### src/rtl/i2c_pkg.sv
// i2c_pkg: shared FSM state encoding and default target address for the I2C controller
package i2c_pkg;
  typedef enum logic [2:0] {IDLE, START, TX_BYTE, RX_ACK, RSTART, RX_BYTE, TX_NACK, STOP} state_t;
  localparam logic [6:0] DEFAULT_ADDR = 7'h20;
endpackage

### src/rtl/i2c_phase_gen.sv
// i2c_phase_gen: splits each SCL bit into four QTR-clock phases.
// Ports:
//   clock, reset - system clock and asynchronous active-high reset
//   en           - count while high, hold at phase 0 otherwise
//   phase        - current quarter-bit phase P0..P3
//   phase_end    - high on the last clock of each phase
module i2c_phase_gen #(
  parameter int QTR = 4
) (
  input  logic       clock,
  input  logic       reset,
  input  logic       en,
  output logic [1:0] phase,
  output logic       phase_end
);
  localparam int CW = $clog2(QTR);
  logic [CW-1:0] cnt;
  assign phase_end = en && cnt == CW'(QTR - 1);
  always_ff @(posedge clock or posedge reset) begin
    if (reset) begin
      cnt   <= '0;
      phase <= '0;
    end else if (!en) begin
      cnt   <= '0;
      phase <= '0;
    end else begin
      cnt   <= phase_end ? '0 : cnt + 1'b1;
      phase <= phase + {1'b0, phase_end};
    end
  end
endmodule

### src/rtl/i2c_controller.sv
// i2c_controller: single-master I2C register write / register read controller.
// Ports:
//   clock, reset        - system clock and asynchronous active-high reset
//   go                  - one-cycle start request, accepted only when idle
//   rw                  - 0 = write wr_data to reg_ptr, 1 = read reg_ptr
//   addr_override, addr - select addr instead of TGT_ADDR as target address
//   reg_ptr, wr_data    - register index and write payload
//   SDA_in              - asynchronous bus SDA level
//   SCL_out, SDA_out    - open-drain controls (0 = drive low, 1 = release)
//   busy, done, ack_err - status; done pulses once when the transaction ends
//   rd_data             - byte from the last successful read
module i2c_controller import i2c_pkg::*; #(
  parameter int         QTR      = 4,
  parameter logic [6:0] TGT_ADDR = DEFAULT_ADDR
) (
  input  logic       clock,
  input  logic       reset,
  input  logic       go,
  input  logic       rw,
  input  logic       addr_override,
  input  logic [6:0] addr,
  input  logic [4:0] reg_ptr,
  input  logic [7:0] wr_data,
  input  logic       SDA_in,
  output logic       SCL_out,
  output logic       SDA_out,
  output logic       busy,
  output logic       done,
  output logic       ack_err,
  output logic [7:0] rd_data
);
  state_t state, next_state;
  logic [1:0] phase, sync, byte_idx;
  logic       phase_end, bit_end, sample, smp, rw_q;
  logic [2:0] bit_cnt;
  logic [7:0] sh, wd_q;
  logic [6:0] addr_q;
  logic [4:0] reg_q;
  assign busy    = state != IDLE;
  assign bit_end = phase_end && phase == 2'd3;
  assign sample  = phase_end && phase == 2'd2;
  i2c_phase_gen #(.QTR(QTR)) u_phase (
    .clock    (clock),
    .reset    (reset),
    .en       (busy),
    .phase    (phase),
    .phase_end(phase_end)
  );
  always_ff @(posedge clock or posedge reset) begin
    if (reset) state <= IDLE;
    else state <= next_state;
  end
  // byte_idx: 0 = write address, 1 = register, 2 = write data or read address
  always_comb begin
    next_state = state;
    if (state == IDLE) next_state = go ? START : IDLE;
    else if (bit_end)
      case (state)
        START:   next_state = TX_BYTE;
        TX_BYTE: next_state = bit_cnt == 3'd7 ? RX_ACK : TX_BYTE;
        RX_ACK:  next_state = smp ? STOP :
                              byte_idx == 2'd1 ? (rw_q ? RSTART : TX_BYTE) :
                              byte_idx == 2'd2 ? (rw_q ? RX_BYTE : STOP) : TX_BYTE;
        RSTART:  next_state = TX_BYTE;
        RX_BYTE: next_state = bit_cnt == 3'd7 ? TX_NACK : RX_BYTE;
        TX_NACK: next_state = STOP;
        default: next_state = IDLE;
      endcase
  end
  // Repeated START first pulls SCL low so the target releases its ACK before SDA rises.
  always_comb begin
    SCL_out = 1'b1;
    SDA_out = 1'b1;
    case (state)
      START:                    SDA_out = !phase[1];
      TX_BYTE: begin
        SCL_out = phase[1];
        SDA_out = sh[7];
      end
      RX_ACK, RX_BYTE, TX_NACK: SCL_out = phase[1];
      RSTART: begin
        SCL_out = phase != 2'd0;
        SDA_out = !phase[1];
      end
      STOP: begin
        SCL_out = phase != 2'd0;
        SDA_out = phase[1];
      end
      default: ;
    endcase
  end
  always_ff @(posedge clock or posedge reset) begin
    if (reset) begin
      sync     <= 2'b11;
      smp      <= 1'b1;
      done     <= 1'b0;
      ack_err  <= 1'b0;
      rd_data  <= 8'h00;
      rw_q     <= 1'b0;
      addr_q   <= '0;
      reg_q    <= '0;
      wd_q     <= '0;
      sh       <= '0;
      bit_cnt  <= '0;
      byte_idx <= '0;
    end else begin
      sync <= {sync[0], SDA_in};
      done <= state == STOP && bit_end;
      if (state == IDLE && go) begin
        rw_q    <= rw;
        addr_q  <= addr_override ? addr : TGT_ADDR;
        reg_q   <= reg_ptr;
        wd_q    <= wr_data;
        ack_err <= 1'b0;
      end
      if (sample) begin
        smp <= sync[1];
        if (state == RX_BYTE) sh <= {sh[6:0], sync[1]};
      end
      if (bit_end)
        case (state)
          START: begin
            sh       <= {addr_q, 1'b0};
            bit_cnt  <= '0;
            byte_idx <= '0;
          end
          TX_BYTE: begin
            sh      <= {sh[6:0], 1'b0};
            bit_cnt <= bit_cnt + 3'd1;
          end
          RX_ACK:
            if (smp) ack_err <= 1'b1;
            else begin
              byte_idx <= byte_idx + 2'd1;
              sh       <= byte_idx == 2'd0 ? {3'b000, reg_q} : wd_q;
            end
          RSTART: sh <= {addr_q, 1'b1};
          RX_BYTE: begin
            bit_cnt <= bit_cnt + 3'd1;
            if (bit_cnt == 3'd7) rd_data <= sh;
          end
          default: ;
        endcase
    end
  end
endmodule
### config.mk
export PLATFORM = sky130hd
export DESIGN_NAME = i2c_controller
export DESIGN_NICKNAME = d
export VERILOG_FILES = /design/src/rtl/i2c_pkg.sv /design/src/rtl/i2c_phase_gen.sv /design/src/rtl/i2c_controller.sv
export SDC_FILE = /design/constraint.sdc
export NUM_CORES = 1
export LEC_CHECK = 0
export ABC_AREA = 1
export ABC_CLOCK_PERIOD_IN_PS = 1500
export CORE_UTILIZATION = 50
export DETAILED_ROUTE_END_ITERATION = 8
export PLACE_DENSITY = 0.76
export SYNTH_ARGS = -nofsm -noshare
export SYNTH_HDL_FRONTEND = slang
export SYNTH_SLANG_ARGS = --single-unit
### constraint.sdc
create_clock -name clock -period 1.5 [get_ports clock]
set_input_delay 0.15 -clock clock [delete_from_list [all_inputs] [get_ports clock]]
set_output_delay 0.15 -clock clock [all_outputs]
set_load 0.05 [all_outputs]
==> key figures <==
Setup path
  • R2r setup slk: -0.16 ns
  • RR Startpoint: state[1]$_DFFE_PP0P_
  • Data arrival time of the critical path: 1.60 ns
  • CP Launch Type: flop
  • Number of cells on the worst reg-to-reg path: 8
  • Critical Path Sink Type: primary output
  • Largest fanout on the critical path: 8
  • Worst path required time: 1.35 ns
  • R2R Path End: bit_cnt[0]$_DFFE_PP0P_
  • Worst setup path startpoint: state[1]$_DFFE_PP0P_
  • Critical setup path kind: reg2out

Synth
  • Number of flip-flops and latches in the synthesized netlist: 54
  • Syn_area_per_cell: 7.68 µm²
  • Dominant combinational cell family by area after synthesis: simple AND/OR/NAND/NOR gates
  • Xor and xnor fraction of the mapped netlist area: 0.293%
  • Main synth FF type: dfrtp_1
  • Post-synth design cell area: around 3000 µm²
  • Synthesized net count: 423
  • Yosys warnings: 0
  • Async S/R FF share, synth: 100%
  • Synthesized-area fraction occupied by adder cells: under 10%
  • Sequential share of the synthesized area: 45.3%
  • Share of synthesized cell area in and, or, nand and nor gates: between 30% and 40%
  • Number of unique standard cell types used by synthesis: 30
  • Number of instances in the synthesized netlist: 390
  • Mux cell area share after synthesis: 0%
  • Count of flip-flops with a built-in enable after synthesis: 0
  • Complex-gate fraction of the synthesized area: 7.61%

Timing
  • Fmax achieved: approximately 570 MHz
  • Shortest clock period the worst path allows after layout: 1.75 ns
  • Final Hold Violating Endpoints: 0
  • Final critical-path share of the clock period: 116%
  • Unrepaired setup endpoints after global routing: true
  • Final setup violating endpoints: 49
  • Actual transition at the worst max-transition pin: approximately 0.35 ns
  • Setup skew after layout: 0.00526 ns
  • Max-slew violation count: 0
  • Slew headroom: 76.9%
  • Post-layout worst setup margin: -0.246 ns

Clock tree
  • Skew-Pair Late Insertion Delay: 0.31 ns
  • Clock buffer count from CTS: 5
  • Max H-tree Level: 2
  • Buffer depth of the longest clock path: 2
  • Clk pin slew, worst setup/hold paths: 0.10 ns
  • Number of buffers added to fix hold violations after cts: 0
  • CTS sink cnt: 54
  • TritonCTS clock tree: yes
  • Root Driver: clkbuf_8

Floorplanning
  • Core Region: 5640 µm²
  • Initial cell density of the core: 53.1%
  • Die width: 79.4 µm
  • Area of the die: ~6300 µm²
  • Number of primary I/O pins: 39
  • Overall die height: 79.4 µm
  • Total number of placement rows: 27

GRT
  • Largest net degree at the start of global routing: 26
  • GR met3 Demand/Resource: 4.23%
  • Met2 track demand over resource in global routing: 40.5%
  • Number of global-route vias before repair: 2,573
  • Number of antenna violations at the first check in global routing: 0
  • Gr ovfl total: 0
  • Total GRT Usage: 23.5%
  • Highest-utilization routing layer at the global route stage: met2
  • Met1 usage: about 30%
  • Wire length of the first global-routing pass: about 12 mm

Cells and area
  • Fraction of final layout cells with drive strength greater than 1: 36.6%
  • # diodes: 0
  • Area Growth Syn to Fin: 44.0%
  • Utilization after layout: 76.4%
  • Final nets: 505
  • Most used cells in the layout excluding fill and tap cells: nand2_1 (143), dfrtp_1 (47), buf_4 (38)
  • Most frequent standard cell in the layout excluding fill and tap cells: nand2_1

Outcome
  • Violated checks: setup timing
  • Status: finished with violations

Placed design
  • Setup WS pre-CTS: -0.0241 ns
  • Final estimated routing congestion in global placement: 0.933
  • # port buffers: 38
  • Half-perimeter wire length after detailed placement: 4.78 mm

Route
  • Vias per std cell: 5.28
  • Vias: 2,879
  • Drc violations: 0
  • 1st-iter DRT viols: 138
  • Detailed Routing Iterations Pass 1: 5
  • Wirelength per Cell: 14.8 µm
  • Routed Antenna Nets: 0
  • Total detailed-routing wirelength: 8.04 mm

Power
  • VDD IR-drop max: 0.000460 V
  • Pleak: roughly 2.2 nW
  • Overall power of the completed layout: around 2.5 mW
  • Power density normalized to cell area: 590 nW/µm²

Hold path
  • Min-delay worst type: in2async

Run
  • Max_cap viols: 0
worst max path at each step:
stage / end / cells past startpoint
2_1_floorplan: ack_err$_DFF_PP0_ / 1
3_3_place_gp: SDA_out / 6
3_5_place_dp: SDA_out / 6
4_1_cts: SDA_out / 7
5_1_grt: SDA_out / 7
6_report: SDA_out / 6
routing by layer:
metal  wire length (µm)  share of wire (%)  vias to the layer above
li1                   -                  -                     1389
met5                  0                  0                        -
met4                180                2.2                        0
met2               4080                 51                      121
met3                380                4.7                       24
met1               3410                 42                     1345
sequential cells by signal (all words and copies together) (netlist names), 2 cells and up:
| name | count |
|---|---|
| addr_q | 7 |
| bit_cnt | 3 |
| byte_idx | 2 |
| rd_data | 8 |
| reg_q | 5 |
| sh | 8 |
| state | 3 |
| sync | 2 |
| u_phase.cnt | 2 |
| u_phase.phase | 2 |
| wd_q | 8 |
critical path: stages, from the launching register on:
cell	delay (ns)
dfrtp_2	0.58
nor2_4	0.08
nand2_2	0.10
nand2_4	0.08
a22oi_2	0.15
nand3_2	0.12
buf_12	0.17
kinds of logic (layout without fill, tap and decap cells):
family	Yosys count	count (layout)
and+or+nand+nor	238	241
xor gates and xnor gates	1	1
buffers and inverters	48	128
DFF	54	54
adders and majority gates	7	7
AOI/OAI and AO/OA	42	42
final cells by class:
type,instances,area (µm²)
clock buffers,5,68.8
clock inverters,3,18.8
fillers,385,1330
inverters,36,158
multi-input cells,291,1750
flip-flops and latches,54,1360
well taps,72,90.1
repair buffers,82,842
repair inverters,2,20.0
synthesized netlist by cell type (2+ instances only):
master | number | share of area, %
a21oi_1 | 8 | 1.3
a21oi_2 | 3 | 0.88
buf_2 | 4 | 0.67
buf_4 | 2 | 0.50
buf_6 | 4 | 1.5
dfrtp_1 | 51 | 43
dfstp_2 | 3 | 2.6
ha_1 | 7 | 2.9
inv_1 | 33 | 4.1
inv_2 | 3 | 0.38
nand2_1 | 174 | 22
nand2_4 | 2 | 0.75
nand3_1 | 24 | 4.0
nand3_4 | 2 | 1.2
nor2_1 | 19 | 2.4
nor2_2 | 8 | 1.7
nor2_8 | 4 | 2.7
o21ai_0 | 24 | 4.0
o21ai_1 | 4 | 0.67
repair_timing:
action,CTS,global route
gates resized for setup,46,78
pin swaps,11,37
setup endpoints to repair,13,51
cloned,1,7
setup buffers,11,8
metrics by stage:
stage / hold WS, ns / cells / setup TNS [ns] / cell area, µm²
5_1_grt: 0.0986 / 545 / -7.94 / 4310
3_3_place_gp: 0.346 / 512 / 0 / 3590
2_1_floorplan: 0.154 / 390 / 0 / 3000
3_5_place_dp: 0.352 / 512 / -0.0241 / 3590
4_1_cts: 0.0930 / 531 / -1.51 / 3900
6_report: 0.0936 / 545 / -4.67 / 4310
report_power, final:
group	switching [mW]	internal [mW]	leakage [nW]
combinational	0.103	0.102	1.43
sequential	0.0260	1.50	0.691
clock	0.486	0.330	0.0483
Power figures use the tool's default switching activity.
